--- src/rtl/noc_pkg.sv ---
// noc_pkg: shared router constants, port and flit encodings, XY routing.
package noc_pkg;

    localparam int NUM_PORTS = 5;

    typedef enum logic [2:0] {
        PORT_LOCAL = 3'd0,
        PORT_XP    = 3'd1,
        PORT_XM    = 3'd2,
        PORT_YP    = 3'd3,
        PORT_YM    = 3'd4
    } port_e;

    typedef enum logic [1:0] {
        FLIT_HEAD   = 2'b00,
        FLIT_BODY   = 2'b01,
        FLIT_TAIL   = 2'b10,
        FLIT_SINGLE = 2'b11
    } flit_e;

    // Dimension-ordered route: resolve X fully before moving in Y.
    function automatic logic [2:0] xy_route(
        input int unsigned dst_x,
        input int unsigned dst_y,
        input int unsigned cur_x,
        input int unsigned cur_y
    );
        if (dst_x > cur_x) return PORT_XP;
        if (dst_x < cur_x) return PORT_XM;
        if (dst_y > cur_y) return PORT_YP;
        if (dst_y < cur_y) return PORT_YM;
        return PORT_LOCAL;
    endfunction

endpackage

--- src/rtl/rr_arbiter.sv ---
// rr_arbiter: combinational round-robin pick, search starts at ptr.
module rr_arbiter #(
    parameter int N  = 5,
    parameter int PW = $clog2(N)
) (
    input  logic [N-1:0]  req,
    input  logic [PW-1:0] ptr,
    output logic [N-1:0]  gnt
);

    int   idx;
    logic found;

    always_comb begin
        gnt   = '0;
        found = 1'b0;
        idx   = 0;
        for (int k = 0; k < N; k++) begin
            idx = (int'(ptr) + k) % N;
            if (!found && req[idx]) begin
                gnt[idx] = 1'b1;
                found    = 1'b1;
            end
        end
    end

endmodule

--- src/rtl/switch_allocator.sv ---
// switch_allocator: per-output wormhole lock plus round-robin head arbitration,
// grants issued combinationally in the request cycle.
module switch_allocator #(
    parameter int X_SIZE    = 4,
    parameter int Y_SIZE    = 4,
    parameter int NUM_PORTS = noc_pkg::NUM_PORTS
) (
    input  logic                                      clk,
    input  logic                                      rst,
    input  logic [$clog2(X_SIZE)-1:0]                 my_x,
    input  logic [$clog2(Y_SIZE)-1:0]                 my_y,
    input  logic [NUM_PORTS-1:0]                      in_valid,
    input  logic [NUM_PORTS-1:0][1:0]                 in_type,
    input  logic [NUM_PORTS-1:0][$clog2(X_SIZE)-1:0]  in_dst_x,
    input  logic [NUM_PORTS-1:0][$clog2(Y_SIZE)-1:0]  in_dst_y,
    input  logic [NUM_PORTS-1:0]                      out_ready,
    output logic [NUM_PORTS-1:0]                      in_grant,
    output logic [NUM_PORTS-1:0]                      out_valid,
    output logic [NUM_PORTS-1:0][2:0]                 xbar_sel,
    output logic                                      err_orphan
);

    import noc_pkg::*;

    localparam int PW = $clog2(NUM_PORTS);

    logic [NUM_PORTS-1:0]                route_vld;
    logic [NUM_PORTS-1:0][2:0]           route_port;
    logic [NUM_PORTS-1:0]                out_lock;
    logic [NUM_PORTS-1:0][2:0]           out_owner;
    logic [NUM_PORTS-1:0][PW-1:0]        rr_ptr;

    logic [NUM_PORTS-1:0][2:0]           hroute;
    logic [NUM_PORTS-1:0]                is_hdr;
    logic [NUM_PORTS-1:0]                is_cont;
    logic [NUM_PORTS-1:0][NUM_PORTS-1:0] arb_req;
    logic [NUM_PORTS-1:0][NUM_PORTS-1:0] arb_gnt;
    logic [NUM_PORTS-1:0][NUM_PORTS-1:0] gnt;

    always_comb begin
        for (int i = 0; i < NUM_PORTS; i++) begin
            hroute[i]  = xy_route(int'(in_dst_x[i]), int'(in_dst_y[i]),
                                  int'(my_x), int'(my_y));
            is_hdr[i]  = (in_type[i] == FLIT_HEAD) ||
                         (in_type[i] == FLIT_SINGLE);
            is_cont[i] = (in_type[i] == FLIT_BODY) ||
                         (in_type[i] == FLIT_TAIL);
        end
    end

    // Heads with a live route are mid-packet protocol errors; keep them out.
    always_comb begin
        arb_req = '0;
        for (int o = 0; o < NUM_PORTS; o++) begin
            for (int i = 0; i < NUM_PORTS; i++) begin
                arb_req[o][i] = !rst && in_valid[i] && is_hdr[i] &&
                                !route_vld[i] && (hroute[i] == 3'(o)) &&
                                !out_lock[o] && out_ready[o];
            end
        end
    end

    for (genvar o = 0; o < NUM_PORTS; o++) begin : g_arb
        rr_arbiter #(
            .N  (NUM_PORTS),
            .PW (PW)
        ) u_arb (
            .req (arb_req[o]),
            .ptr (rr_ptr[o]),
            .gnt (arb_gnt[o])
        );
    end

    always_comb begin
        gnt = '0;
        for (int o = 0; o < NUM_PORTS; o++) begin
            if (out_lock[o]) begin
                for (int i = 0; i < NUM_PORTS; i++) begin
                    gnt[o][i] = !rst && (out_owner[o] == 3'(i)) &&
                                in_valid[i] && out_ready[o] && is_cont[i] &&
                                route_vld[i] && (route_port[i] == 3'(o));
                end
            end else begin
                gnt[o] = arb_gnt[o];
            end
        end
    end

    always_comb begin
        in_grant   = '0;
        out_valid  = '0;
        xbar_sel   = '0;
        err_orphan = 1'b0;
        for (int o = 0; o < NUM_PORTS; o++) begin
            for (int i = 0; i < NUM_PORTS; i++) begin
                if (gnt[o][i]) begin
                    in_grant[i] = 1'b1;
                    out_valid[o] = 1'b1;
                    xbar_sel[o] = 3'(i);
                end
            end
        end
        for (int i = 0; i < NUM_PORTS; i++) begin
            if (!rst && in_valid[i] && is_cont[i] && !route_vld[i])
                err_orphan = 1'b1;
        end
    end

    always_ff @(posedge clk) begin
        if (rst) begin
            route_vld  <= '0;
            route_port <= '0;
            out_lock   <= '0;
            out_owner  <= '0;
            rr_ptr     <= '0;
        end else begin
            for (int o = 0; o < NUM_PORTS; o++) begin
                for (int i = 0; i < NUM_PORTS; i++) begin
                    if (gnt[o][i]) begin
                        if (in_type[i] == FLIT_HEAD) begin
                            out_lock[o]   <= 1'b1;
                            out_owner[o]  <= 3'(i);
                            route_vld[i]  <= 1'b1;
                            route_port[i] <= 3'(o);
                        end
                        if (in_type[i] == FLIT_TAIL) begin
                            out_lock[o]  <= 1'b0;
                            route_vld[i] <= 1'b0;
                        end
                        if (in_type[i] == FLIT_TAIL ||
                            in_type[i] == FLIT_SINGLE) begin
                            rr_ptr[o] <= (i == NUM_PORTS - 1) ?
                                         '0 : PW'(i + 1);
                        end
                    end
                end
            end
        end
    end

endmodule

--- config.mk ---
export PLATFORM = sky130hd
export DESIGN_NAME = switch_allocator
export DESIGN_NICKNAME = d
export VERILOG_FILES = /design/src/rtl/noc_pkg.sv /design/src/rtl/rr_arbiter.sv /design/src/rtl/switch_allocator.sv
export SDC_FILE = /design/constraint.sdc
export NUM_CORES = 1
export LEC_CHECK = 0
export CAP_MARGIN = 30
export CORE_MARGIN = 8
export CORE_UTILIZATION = 44
export CTS_BUF_LIST = sky130_fd_sc_hd__clkbuf_8
export CTS_CLUSTER_DIAMETER = 60
export CTS_CLUSTER_SIZE = 8
export DETAILED_ROUTE_END_ITERATION = 6
export PLACE_DENSITY = 0.63
export SYNTH_ARGS = -nofsm -noshare
export SYNTH_HDL_FRONTEND = slang
export SYNTH_HIERARCHICAL = 1
export SYNTH_SLANG_ARGS = --single-unit
--- constraint.sdc ---
create_clock -name clk -period 22.9 [get_ports clk]
set_clock_uncertainty 0.15 [all_clocks]
set_input_delay 4.58 -clock clk [delete_from_list [all_inputs] [get_ports clk]]
set_output_delay 4.58 -clock clk [all_outputs]
set_load 0.02 [all_outputs]
### Word level (Yosys, flattened, before mapping)

Index checks and enable logic that the tools add are counted.

| cells by class | value |
|---|---|
| $add $sub $neg | 20 |
| magnitude comparators | 70 |
| reduce and logical (&&, ||, !) cells | 361 |
| muxes and demuxes | 664 |
| bitwise operators | 20 |
| divide/modulo/power cells | 25 |
| equal/unequal tests | 75 |

Operator list:

| kind | count |
|---|---|
| 32-bit by 1-bit greater-or-equal comparator with 1-bit output (second input constant) | 25 |
| 32-bit by 5-bit less-than comparator with 1-bit output (second input constant) | 25 |
| 3-bit 2-to-1 mux | 220 |
| 32-bit by 4-bit remainder unit with 32-bit output (second input constant) | 20 |
| 1-bit 2-to-1 mux | 364 |
| 1-bit logical AND | 295 |
| 4-bit by 4-bit remainder unit with 32-bit output (second input constant) | 5 |
| 5-bit 2-to-1 mux | 30 |
| 5-bit OR | 20 |
| 3-bit by 2-bit == test with 1-bit output (second input constant) | 30 |
| 1-bit binary-select mux with 3-bit select | 25 |
| 1-bit demux with 3-bit select | 25 |
| 3-bit by 1-bit == test with 1-bit output (second input constant) | 15 |
| 3-bit == test (second input constant) | 15 |
| 3-bit zero test | 15 |
| 3-bit by 2-bit adder with 4-bit output (second input constant) | 10 |
| 1-bit zero test | 31 |
| 3-bit by 1-bit adder with 4-bit output (second input constant) | 5 |
| 3-bit by 3-bit adder with 4-bit output (second input constant) | 5 |
| 2-bit == test (second input constant) | 10 |
| 2-bit greater-than comparator | 10 |
| 2-bit less-than comparator | 10 |
| 1-bit logical OR | 15 |
| 2-bit by 1-bit == test with 1-bit output (second input constant) | 5 |
| 2-bit zero test | 5 |

| storage, ports and cells | value |
|---|---|
| register bits | 55 |
| input bits | 46 |
| output and inout port bits | 26 |

### Depth between registers and ports, before layout

Gate-level depths: netlist (run 1).

| depth | value |
|---|---|
| depth after elaboration | 47 |
| depth in mapped cells | 30 |

### By module

The synthesis (run 1) kept the hierarchy.

By module, submodules not included:

| module | area each (µm²) | times used | seq. area each (µm²) | cells each |
|---|---|---|---|---|
| rr_arbiter at g_arb[0].u_arb ... | 2407.3 | 4 | 0.0 | 337 |
| switch_allocator | 5270.1 | 1 | 1101.1 | 708 |
| rr_arbiter at g_arb[4].u_arb | 2306.0 | 1 | 0.0 | 335 |

### Least setup slack after synthesis (run 1)

OpenSTA, ideal clock, no wires.

| timing path | value |
|---|---|
| path type | in2out |
| from | input in_type[6] (netlist bit) |
| to | output in_grant[1] |
| arrival time | 8.940 ns |
| stages | 17 |
| required time | 18.170 ns |
| path buffers | 1 |
| setup slack | 9.230 ns |
| cell sequence | inv_1 > ha_1 > nor4b_1 > o2111ai_1 > a2111oi_0 > and2_1 > o21ai_1 > a31oi_1 > nor4_1 > a21bo_2 > and4b_2 > a221oi_1 > o211ai_1 > a22o_1 > buf_2 > nor4_4 > nand2_1 |

RTL lines:

| what | line | text |
|---|---|---|
| start, declared | switch_allocator.sv:13 | `input logic [NUM_PORTS-1:0][1:0] in_type,` |
| end, declared | switch_allocator.sv:17 | `output logic [NUM_PORTS-1:0] in_grant,` |

==> impl_metrics.py, run 1 <==
metrics = {
    "drt": {
        "drt.antenna.violating_nets": 0,
        "drtIter0Drc": 2313,
        "viasPerCell": 6.58,
        "route.detailed.drc": 0,
        "drtPass1Iterations": 6,
        "num_vias": 19000,
        "wl_um": 62100,
        "wl_per_cell_um": 21.6,
    },
    "cells_and_area": {
        "layout.nets": 2577,
        "area_growth_pct": 4.31,
        "final_cells": 2881,
        "multi_input_area_mm2": 0.0145,
        "fillerInstances": 3917,
        "drive_above_1_share_pct": 8.93,
        "design_area_mm2": 0.0179,
        "register_area_mm2": 0.00110,
        "diodes": 0,
    },
    "grt": {
        "grt_overflow": 0,
        "grt_pass1_vias": 17200,
        "grt_start_max_net_pins": 51,
        "antenna_found_initial": 0,
        "grt_pass1_wl_um": 96400,
        "grtUsageTotal_pct": 25.8,
    },
    "clocking": {
        "ctsHoldBuffers": 0,
        "post_cts_buffers": 0,
        "clock_sinks": 55,
        "cts-root-buf": "clkbuf_8",
        "cts_resized": 0,
        "clkTransAtPathRegs_ns": 0.12,
        "worstSkewPairLatency_ns": 0.33,
        "cts-htree-levels": 2,
        "clk_path_buf_depth": 2,
        "cts_tree": "done",
        "numCtsBuffers": 5,
    },
    "synthesis": {
        "synth_edf_count": 0,
        "postSynthRegisterBits": 55,
        "netlist_area_mm2": 0.0172,
        "synth.top_cell.area_share_pct": 12.2,
        "yosysWarnings": 6,
        "ys.flop_type": "dfxtp_1",
        "synth_top_area_cell": "ha_1",
        "avgSynthCellArea_um2": 7.20,
        "syn_inst": 2391,
        "synth_most_common_cell": "nand2_1",
        "ys_top_cells_by_count": "nand2_1, nor2_1, ha_1, inv_1, a21oi_1",
        "synth_async_sr_flop_share_pct": 0,
        "syn-num-nets": 2605,
        "synth_cell_types": 126,
        "yosysSeqAreaShare_pct": 6.40,
        "synth_area_leaders": "ha_1, dfxtp_1, nand2_1",
    },
    "hold_path": {
        "min_path_type": "reg2reg",
        "hp-start": "route_port[5]$_SDFF_PP0_",
        "min_to": "route_port[5]$_SDFF_PP0_",
        "hold_depth": 2,
    },
    "timing": {
        "tns_ns": 0,
        "fmaxAchievable_ghz": 0.0615,
        "maxSlewHeadroom_pct": 28.8,
        "worst_pin_slew_ns": 1.05,
        "rsz0062_at_grt": "no",
        "period_share_pct": 71.1,
        "final-hold-violation-count": 0,
        "setup_viol": 0,
        "slew_violations": 0,
        "period_minus_slack_ns": 16.27,
    },
    "run_status": {
        "outcome": "finished, final reports clean",
    },
    "placed_design": {
        "io_buffers": 71,
        "finalWeightedCongestion": 1.03,
        "dp.cells": 2874,
        "hpwl_um": 47600,
        "placed_cell_area_mm2": 0.0178,
    },
    "worst_setup_path": {
        "critPathRequiredTime_ns": 18.17,
        "endpoint_kind": "output pin",
        "reg2reg_to": "route_vld[0]$_SDFF_PP0_",
        "crit_path_start_kind": "primary input",
        "crit_arrival_ns": 11.54,
        "r2r_slack_ns": 15.52,
        "path_max_fanout": 10,
        "critPathKind": "in2out",
        "critPathLaunch": "in_type[8]",
        "r2r-start": "rr_ptr[13]$_SDFF_PP0_",
        "worstRegToRegCells": 23,
    },
    "floorplanning": {
        "die-area_mm2": 0.0457,
        "ioPinCount": 72,
        "die_x_um": 214,
        "core-area_mm2": 0.0386,
        "rows": 72,
        "start_util_pct": 44.5,
        "die_h_um": 214,
    },
    "power": {
        "ir_drop_mv": 0.145,
        "powerDensity_mw_per_mm2": 126,
        "leakage_nw": 6.61,
    },
    "job": {
        "maxCapViolCount": 0,
    },
}
## through the flow
step	setup WS [ns]	total power, mW	hold slack, ns	util (%)
floorplan	9.23	1.61	0.315	-
global placement	6.96	2.13	0.359	46.2
detailed placement	6.80	2.14	0.357	46.2
CTS	6.78	2.22	0.373	46.4
global route	6.41	2.43	0.396	46.4
finish	6.63	2.26	0.379	46.4
## per-layer routing
metal / part of all wire, % / GRT usage, %
met4: 2.5 / 6.19
met1: 45 / 36.8
met2: 44 / 40.1
met5: 0 / 0
met3: 8.5 / 4.05
## where the power goes
| group | leakage (nW) | internal, mW | switching (mW) | total [mW] |
|---|---|---|---|---|
| registers | 0.447 | 0.119 | 0.0422 | 0.161 |
| clock network | 0.0502 | 0.0321 | 0.0366 | 0.0687 |
| logic | 6.12 | 0.770 | 1.26 | 2.03 |
| total | 6.61 | 0.921 | 1.34 | 2.26 |
## cells by family after synthesis
family                   share of synthesized area (%)
flip-flops                                        6.40
AND/OR/NAND/NOR                                   31.4
XOR/XNOR                                          3.43
AO/OA/AOI/OAI                                     33.9
adder cells (fa/ha/maj)                           12.2
buffers and inverters                             9.07
multiplexers                                      3.58
## layout make-up
| cell class | count | share of cell area [%] |
|---|---|---|
| Inverter | 166 | 3.47 |
| Sequential cell | 55 | 6.14 |
| Multi-Input combinational cell | 2036 | 81.1 |
| Tap cell | 518 | 3.61 |
| Timing Repair Buffer | 99 | 5.13 |
| Clock inverter | 2 | 0.209 |
| Clock buffer | 5 | 0.383 |
## sequential cells by signal (all words and copies together) (netlist names)
| name | cells |
|---|---|
| out_lock | 5 |
| out_owner | 15 |
| route_port | 15 |
| route_vld | 5 |
| rr_ptr | 15 |
## worst max path at each step
stage	endpoint	slack [ns]
finish	in_grant[0]	6.63
global route	in_grant[0]	6.41
CTS	in_grant[0]	6.78
detailed placement	in_grant[0]	6.80
global placement	in_grant[0]	6.96
floorplan	in_grant[1]	9.23
## layout by cell type, fill, tap and decap left out, drive strengths merged, types with 54 or more instances in the layout
| master | n |
|---|---|
| clkdlybuf4s50 | 71 |
| nor2b | 79 |
| nor3 | 72 |
| xnor2 | 58 |
| nand3 | 78 |
| inv | 164 |
| nand2b | 54 |
| nand2 | 207 |
| dfxtp | 55 |
| nor2 | 186 |
| a21oi | 146 |
| ha | 168 |
| o21ai | 155 |
## critical path, stage by stage
cell and delay, ns:
clkdlybuf4s50_1 0.60, clkinv_1 0.34, ha_1 0.49, or4b_2 0.73, a211o_1 0.40, nor4b_1 0.94
inv_1 0.23, nor3_1 0.30, nor4_1 0.07, a21bo_2 0.28, and4b_2 0.25, a221oi_1 0.31
o311ai_0 0.29, nor2b_1 0.24, a311o_1 0.38, nor3_1 0.38, inv_1 0.14, clkdlybuf4s50_1 0.57
Note: power is estimated with default switching activity, not from simulation.
==> run 2, diff against run 1 <==
Clock period 22.9 ns to 15.3 ns, I/O delays scaled along.
==> run 2 against run 1 <==
  * Largest cell class unchanged
  * Final cell count up 0.17%
  * Clock-buffer cell count unchanged
  * Non-clock buffer count up 4
  * Global-route usage up 0.056 points
  * Utilization up 0.088 points
  * Power up 51%
  * Combinational power up 50%
  * Largest power group unchanged
  * Sequential share of layout area about the same
  * Cell area up 0.19%
  * Clock power up 60%
  * Flip-flop and latch count unchanged
==> impl_metrics.py, run 2 (synthesized netlist as in run 1, its figures left out) <==
metrics = {
    "drt": {
        "viasPerCell": 6.66,
        "num_vias": 19200,
        "wl_um": 62200,
        "wl_per_cell_um": 21.6,
        "drtPass1Iterations": 6,
        "route.detailed.drc": 0,
        "drtIter0Drc": 2380,
        "drt.antenna.violating_nets": 0,
    },
    "clocking": {
        "worstSkewPairLatency_ns": 0.34,
        "numCtsBuffers": 5,
        "clk_path_buf_depth": 2,
        "clock_sinks": 55,
        "cts-root-buf": "clkbuf_8",
        "ctsHoldBuffers": 0,
        "cts-htree-levels": 2,
        "cts_resized": 0,
        "clkTransAtPathRegs_ns": 0.11,
        "cts_tree": "done",
        "post_cts_buffers": 0,
    },
    "power": {
        "report.power.total_mw": 3.40,
        "powerDensity_mw_per_mm2": 189,
        "leakage_nw": 6.64,
        "ir_drop_mv": 0.431,
    },
    "timing": {
        "tns_ns": 0,
        "maxSlewHeadroom_pct": 32.6,
        "hold-worst-slack_ns": 0.375,
        "slew_violations": 0,
        "worst_pin_slew_ns": 1.01,
        "fmaxAchievable_ghz": 0.0773,
        "rsz0062_at_grt": "no",
        "period_share_pct": 84.5,
        "period_minus_slack_ns": 12.93,
        "final-hold-violation-count": 0,
        "setup_viol": 0,
    },
    "grt": {
        "grt_pass1_wl_um": 97200,
        "grt_pass1_vias": 17700,
        "grt_start_max_net_pins": 51,
        "antenna_found_initial": 2,
        "grtUsageTotal_pct": 25.9,
        "grt_overflow": 0,
    },
    "cells_and_area": {
        "layout_commonest_cell": "nand2_1",
        "diodes": 0,
        "design_area_mm2": 0.0180,
        "layout_common_cells": "nand2_1, nor2_1, ha_1",
        "fillerInstances": 3916,
        "reg_top3": "out_owner (15), route_port (15), rr_ptr (15)",
        "area_growth_pct": 4.51,
        "utilization_pct": 46.5,
        "layout.nets": 2581,
        "drive_above_1_share_pct": 9.12,
    },
    "placed_design": {
        "placed_cell_area_mm2": 0.0179,
        "io_buffers": 71,
        "finalWeightedCongestion": 1.03,
        "hpwl_um": 47400,
    },
    "job": {
        "maxCapViolCount": 0,
    },
    "worst_setup_path": {
        "critPathRequiredTime_ns": 12.09,
        "path_max_fanout": 10,
        "endpoint_kind": "output pin",
        "critPathKind": "in2out",
        "crit_arrival_ns": 9.72,
        "crit_path_start_kind": "primary input",
    },
    "floorplanning": {
        "rows": 72,
        "start_util_pct": 44.5,
        "die_x_um": 214,
        "die-area_mm2": 0.0457,
        "die_h_um": 214,
        "core-area_mm2": 0.0386,
        "ioPinCount": 72,
    },
    "hold_path": {
        "min_path_type": "reg2reg",
    },
    "run_status": {
        "outcome": "finished, final reports clean",
    },
}
[run 2: changes by cell type in the layout (fill, tap and decap cells not counted), sizes merged]
cell,before,now
clkbuf,5,6
clkinvlp,1,0
clkinv,2,4
buf,28,31
[run 2: stage by stage]
stage | instances | worst slack [ns]
2_1_floorplan | 2391 | 4.67
3_3_place_gp | 2877 | 2.38
3_5_place_dp | 2877 | 2.21
4_1_cts | 2885 | 2.18
5_1_grt | 2886 | 2.01
6_report | 2886 | 2.37
[run 2: where the power goes]
part	internal [mW]	switching [mW]	total, mW
clock	0.0491	0.0611	0.110
combinational	1.16	1.90	3.05
sequential	0.178	0.0620	0.240
[run 2: final cells by class]
cell class              instances  area (um2)  area share, %
multi-input cells            2036       14500           80.9
flip-flops and latches         55        1100           6.13
repair buffers                103         948           5.27
well taps                     518         648           3.60
inverters                     166         623           3.47
clock buffers                   5        68.8          0.383
clock inverters                 3        43.8          0.244
[run 2: worst paths after layout]
path                       startpoint                       end  slack [ns]  depth (start not counted)
max reg2reg     rr_ptr[13]$_SDFF_PP0_   route_vld[0]$_SDFF_PP0_        7.92                         23
min          route_port[5]$_SDFF_PP0_  route_port[5]$_SDFF_PP0_        0.38                          2
max                        in_type[8]               in_grant[1]        2.37                         17
min reg2reg  route_port[5]$_SDFF_PP0_  route_port[5]$_SDFF_PP0_        0.38                          2
[run 2: metal layers]
| metal | routed length, um | GRT usage [%] |
|---|---|---|
| met5 | 26 | 0 |
| met3 | 5520 | 3.80 |
| met2 | 27600 | 41.4 |
| met4 | 1810 | 6.74 |
| met1 | 27300 | 35.9 |
[run 2: worst max-delay path, cell delays in order]
cell and delay, ns:
clkdlybuf4s50_1 0.60, clkinv_1 0.33, ha_1 0.48, or4b_2 0.71, a211o_1 0.43, a2111oi_2 0.73
nand4_1 0.16, a211oi_1 0.32, nor4_1 0.10, a21bo_2 0.27, and4b_2 0.25, a221oi_1 0.34
o211ai_1 0.29, a22o_1 0.47, nor4_4 0.41, nand2_1 0.17, clkdlybuf4s50_1 0.57
